<file path="src/rtl/muldiv_hilo_ctrl.sv">
// HI/LO owner for the EX stage: sequences MULT/MULTU (fixed latency) and DIV/DIVU
// (32-step restoring divider), stalling the pipeline until the result is committed.
module muldiv_hilo_ctrl #(
    parameter int unsigned MUL_CYCLES = 3
) (
    input  logic        i_clk,
    input  logic        i_reset,
    input  logic        i_valid,
    input  logic        i_flush,
    input  logic        i_is_mult,
    input  logic        i_is_multu,
    input  logic        i_is_div,
    input  logic        i_is_divu,
    input  logic        i_hi_wen,
    input  logic        i_lo_wen,
    input  logic [31:0] i_rs_data,
    input  logic [31:0] i_rt_data,
    output logic        o_stall,
    output logic        o_busy,
    output logic [31:0] o_hi,
    output logic [31:0] o_lo
);

    typedef enum logic [1:0] {S_IDLE, S_MUL, S_DIV} state_t;

    localparam logic [5:0] MUL_LAST = 6'(MUL_CYCLES);
    localparam logic [5:0] DIV_LAST = 6'd33;
    localparam bit         MUL_COMB = (MUL_CYCLES == 1);

    state_t      r_state, w_next;
    logic [5:0]  r_cnt;
    logic        r_signed;
    logic [31:0] r_opa;      // multiplicand, or dividend shifting into quotient
    logic [31:0] r_opb;      // multiplier, or divisor magnitude
    logic [31:0] r_rem;
    logic        r_q_neg, r_r_neg;
    logic [63:0] r_prod;
    logic [31:0] r_hi, r_lo;

    logic        w_req_any, w_start, w_div_req, w_signed;
    logic        w_mul_last, w_div_last;
    logic [31:0] w_rs_mag, w_rt_mag;
    logic [63:0] w_ext_a, w_ext_b, w_prod, w_mul_res;
    logic [32:0] w_rem_sh, w_sub;
    logic        w_qbit;
    logic [31:0] w_rem_next, w_quot_fix, w_rem_fix;

    assign w_req_any = i_is_mult | i_is_multu | i_is_div | i_is_divu;
    assign w_start   = i_valid & ~i_flush & (r_state == S_IDLE) & w_req_any;
    // Priority div > divu > mult > multu decides both the unit and the signedness.
    assign w_div_req = i_is_div | i_is_divu;
    assign w_signed  = i_is_div | (~i_is_divu & i_is_mult);

    assign w_mul_last = (r_state == S_MUL) && (r_cnt == MUL_LAST);
    assign w_div_last = (r_state == S_DIV) && (r_cnt == DIV_LAST);

    assign w_rs_mag = (w_signed & i_rs_data[31]) ? -i_rs_data : i_rs_data;
    assign w_rt_mag = (w_signed & i_rt_data[31]) ? -i_rt_data : i_rt_data;

    // Sign-extending to 64 bits lets one unsigned multiplier serve both modes.
    assign w_ext_a   = {{32{r_signed & r_opa[31]}}, r_opa};
    assign w_ext_b   = {{32{r_signed & r_opb[31]}}, r_opb};
    assign w_prod    = w_ext_a * w_ext_b;
    assign w_mul_res = MUL_COMB ? w_prod : r_prod;

    // 33-bit partial remainder so divisors with bit 31 set divide correctly.
    assign w_rem_sh   = {r_rem, r_opa[31]};
    assign w_qbit     = (w_rem_sh >= {1'b0, r_opb});
    assign w_sub      = w_rem_sh - {1'b0, r_opb};
    assign w_rem_next = w_qbit ? w_sub[31:0] : w_rem_sh[31:0];

    assign w_quot_fix = r_q_neg ? -r_opa : r_opa;
    assign w_rem_fix  = r_r_neg ? -r_rem : r_rem;

    always_ff @(posedge i_clk or posedge i_reset) begin
        if (i_reset) r_state <= S_IDLE;
        else         r_state <= w_next;
    end

    // NOTE: a default assignment first keeps every comb path fully assigned, so no latch is inferred.
    always_comb begin
        w_next = r_state;
        if (i_flush) begin
            w_next = S_IDLE;
        end else begin
            case (r_state)
                S_IDLE:  if (w_start) w_next = w_div_req ? S_DIV : S_MUL;
                S_MUL:   if (w_mul_last) w_next = S_IDLE;
                S_DIV:   if (w_div_last) w_next = S_IDLE;
                default: w_next = S_IDLE;
            endcase
        end
    end

    always_comb begin
        o_stall = 1'b0;
        if (!i_reset) begin
            case (r_state)
                S_IDLE:  o_stall = w_start;
                S_MUL:   o_stall = ~i_flush & ~w_mul_last;
                S_DIV:   o_stall = ~i_flush & ~w_div_last;
                default: o_stall = 1'b0;
            endcase
        end
    end

    assign o_busy = (r_state != S_IDLE);
    assign o_hi   = r_hi;
    assign o_lo   = r_lo;

    // NOTE: sequential state uses non-blocking assignments so every register samples pre-edge values.
    // NOTE: the datapath registers are reset as well, keeping simulation free of X after reset.
    always_ff @(posedge i_clk or posedge i_reset) begin
        if (i_reset) begin
            r_cnt    <= '0;
            r_signed <= 1'b0;
            r_opa    <= '0;
            r_opb    <= '0;
            r_rem    <= '0;
            r_q_neg  <= 1'b0;
            r_r_neg  <= 1'b0;
            r_prod   <= '0;
            r_hi     <= '0;
            r_lo     <= '0;
        end else begin
            case (r_state)
                S_IDLE: begin
                    if (w_start) begin
                        r_cnt <= 6'd1;
                        if (w_div_req) begin
                            r_opa   <= w_rs_mag;
                            r_opb   <= w_rt_mag;
                            r_rem   <= '0;
                            r_q_neg <= w_signed & (i_rs_data[31] ^ i_rt_data[31]);
                            r_r_neg <= w_signed & i_rs_data[31];
                        end else begin
                            r_opa    <= i_rs_data;
                            r_opb    <= i_rt_data;
                            r_signed <= w_signed;
                        end
                    end else if (i_valid && !i_flush) begin
                        if (i_hi_wen) r_hi <= i_rs_data;
                        if (i_lo_wen) r_lo <= i_rs_data;
                    end
                end
                S_MUL: begin
                    if (i_flush || w_mul_last) begin
                        r_cnt <= '0;
                        if (!i_flush) {r_hi, r_lo} <= w_mul_res;
                    end else begin
                        r_cnt  <= r_cnt + 6'd1;
                        r_prod <= w_prod;
                    end
                end
                S_DIV: begin
                    if (i_flush || w_div_last) begin
                        r_cnt <= '0;
                        if (!i_flush) begin
                            r_lo <= w_quot_fix;
                            r_hi <= w_rem_fix;
                        end
                    end else begin
                        r_cnt <= r_cnt + 6'd1;
                        r_opa <= {r_opa[30:0], w_qbit};
                        r_rem <= w_rem_next;
                    end
                end
                default: r_cnt <= '0;
            endcase
        end
    end

endmodule

</file>
<file path="config.mk">
export PLATFORM = sky130hd
export DESIGN_NAME = muldiv_hilo_ctrl
export DESIGN_NICKNAME = d
export VERILOG_FILES = /design/src/rtl/muldiv_hilo_ctrl.sv
export SDC_FILE = /design/constraint.sdc
export NUM_CORES = 2
export LEC_CHECK = 0
export ABC_AREA = 1
export ABC_CLOCK_PERIOD_IN_PS = 18600
export CAP_MARGIN = 40
export CORE_ASPECT_RATIO = 1.5
export CORE_MARGIN = 2
export CORE_UTILIZATION = 47
export CTS_CLUSTER_DIAMETER = 150
export DETAILED_ROUTE_END_ITERATION = 7
export PLACE_DENSITY = 0.61
export SYNTH_ARGS = -nofsm -noshare
export SYNTH_HDL_FRONTEND = slang
export SYNTH_SLANG_ARGS = --single-unit
</file>
<file path="constraint.sdc">
create_clock -name i_clk -period 18.6 [get_ports i_clk]
set_input_delay 2.79 -clock i_clk [delete_from_list [all_inputs] [get_ports i_clk]]
set_output_delay 2.79 -clock i_clk [all_outputs]
set_load 0.1 [all_outputs]
</file>
==> run metrics <==
detailed-placement wirelength estimate 172 mm; period utilization 46.8%; core area 119000 µm²; Root Driver clkbuf_16; CTS Hold Bufs 0; HP Class reg2reg; Vias per Instance 5.42; Die Height 428 µm; number of flops mapped to enable cells by yosys 0; failing checks DRC; final worst slack 9.89 ns; ys flop type dfrtp_1; H-tree depth 1; Crit path required time 19.11 ns; min Tclk post-route 8.71 ns; R2R Setup Slk 9.89 ns; endpoint class of the critical path register; DIE AREA 123000 µm²; final setup violation count 0; initial antenna violation count 2; reg2reg end r_prod[62]$_DFFE_PP0P_; Fin Clk Skew 0.0207 ns; Rel. slew slack 43.9%; Initial Utilization 47.4%; final slew viol count 0; Critical Path Most Common Cell fa_1; Reg-to-Reg Start r_opa[31]$_DFFE_PP0P_; Worst setup SP type register; DR iter-0 viols 3519; Worst path max stage delay 1.07 ns; total grt overflow 0; Max clock buf depth 3; Clock Latency Late Sink 0.63 ns; crit path DAT 9.22 ns; Yosys Warn Count 0; pre-CTS setup slack 9.86 ns; die width 287 µm; Top delay family on crit path adder cells; count leader, synth nand2_1; Worst R2R Path Depth 28; ranking of synthesized cells by area fa_1, nand2_1, inv_1; Area Overhead vs Synth 8.77%; CTS clock-pin slew for the worst setup and hold paths 0.07 ns; mapped cell area 56400 µm²; sequential area share after synthesis 10.4%; max-cap violations 0; Hold Path Sink r_prod[13]$_DFFE_PP0P_; slew at the pin closest to its max-slew limit 0.842 ns; number of global-route vias before repair 53909; # port buffers 139; RSZ-0062 raised after global routing false; top cell type's share of synthesized area 39.9%; Hold Path Stages 2; nets 9069; CTS Buf Count 26; Avg Cell Area, Syn 7.39 µm²; status finished with violations; GRT Resource Usage Total 35.4%; CTS resizes 0; Routed Antenna Nets 0; Mapped Nets 9095; asr flop ratio synth 100%; Via Count 49901; Post-Route WL 212 mm; layout cell share with drive strength beyond 1 3.26%; Cells after Synth 7639; critical path class reg2reg; Setup TNS 0 ns; antenna cells 0; # IOs 140; HP Start r_prod[13]$_DFFE_PP0P_; Synth Register Bits 235; CTS tree built; WP depth 28; Hold Vio Cnt, Final 0; cell taking the most area after synthesis fa_1; drt wl/cell 23.1 µm; slowest cell on the critical path fa_1; Buf/Inv on CP 8; postcts setup bufs 0; largest net degree at the start of global routing 99; crit-path max FO 36; DRC viols 1; global-route wire length before repair 322 mm; row cnt 155; commonest cells in the synthesized netlist nand2_1, inv_1, fa_1, nor2_1, nand3_1; count of cell types in the netlist 47; GP Congestion 1.04; fmax 115 MHz; DR pass1 iterations 8; # clock sinks 235
## kinds of logic (layout without fill, tap and decap cells)
logic type / after synthesis / in the layout / share of synthesized area, %
adder cells (fa/ha/maj): 1382 / 1382 / 45.6
flip-flops: 235 / 235 / 10.4
buffers and inverters: 2261 / 2255 / 15.1
XOR/XNOR: 72 / 72 / 1.12
AO/OA/AOI/OAI: 586 / 586 / 5.69
AND/OR/NAND/NOR: 3103 / 3103 / 22.0
## worst max path at each step
stage / from / end / slack [ns]
after floorplan: i_reset / o_hi[0]$_DFFE_PP0P_ / 9.36
after global placement: r_opa[31]$_DFFE_PP0P_ / r_prod[62]$_DFFE_PP0P_ / 9.93
after detailed placement: r_opa[31]$_DFFE_PP0P_ / r_prod[62]$_DFFE_PP0P_ / 9.86
after CTS: r_opa[31]$_DFFE_PP0P_ / r_prod[62]$_DFFE_PP0P_ / 9.84
after global routing: r_opa[31]$_DFFE_PP0P_ / r_prod[62]$_DFFE_PP0P_ / 9.18
final: r_opa[31]$_DFFE_PP0P_ / r_prod[62]$_DFFE_PP0P_ / 9.89
## metrics by stage
stage	utilization, %	hold WS (ns)	cell area [µm²]	cells
after floorplan	-	0.449	56400	7639
after global placement	49.7	0.456	59100	9081
after detailed placement	50.8	0.470	60500	9155
after CTS	51.6	0.490	61400	9203
after global routing	51.6	0.515	61400	9203
final	51.6	0.491	61400	9203
## worst min-delay path: stages, from the launching register on
cell and delay (ns):
dfrtp_1 0.35, nand2_1 0.05, o21ai_0 0.06
## layout by cell type, fill, tap and decap left out, drive strengths merged, types with 5 or more instances in the layout
cell type      Yosys  routed
o21bai            17      17
o21ai            251     251
nor4               9       9
nand2           2058    2058
dfrtp            235     235
fa              1126    1126
xor2              45      45
nor3              47      47
buf               76     167
inv             1898    1903
nand3            347     347
clkbuf           284      30
o22ai              8       8
nand3b            11      11
or2                6       6
xnor2             27      27
clkdlybuf4s50      0     139
nor2             552     552
a31oi             29      29
o31ai              6       6
clkinv             3      11
nand4             68      68
a21boi             5       5
a21o               9       9
ha               256     256
o211ai            22      22
a21oi            222     222
o221ai             8       8
## layer usage
layer | GRT usage, % | up-vias | share of wire, %
met5 | 0 | - | 0.0061
met4 | 26.3 | 2 | 9.2
met3 | 3.81 | 769 | 5.5
met2 | 62.3 | 2048 | 50
met1 | 39.1 | 24868 | 35
li1 | - | 22214 | -
## area by class of cell
| cell class | instances | area, µm² |
|---|---|---|
| clock buffers | 30 | 686 |
| clock inverters | 18 | 169 |
| fillers | 11863 | 57700 |
| inverters | 1901 | 7140 |
| multi-input cells | 5143 | 42000 |
| flip-flops and latches | 235 | 5890 |
| well taps | 1570 | 1960 |
| repair buffers | 306 | 3500 |
## registers in the layout, summed over array words and instances (netlist names)
name,flops
r_prod,64
o_hi,32
o_lo,32
r_opa,32
r_opb,32
r_rem,32
r_cnt,6
r_state,2
r_q_neg,1
r_r_neg,1
r_signed,1
Power is not shown: default switching activity piles up to over one toggle a cycle in this logic, so the estimate is an artifact.
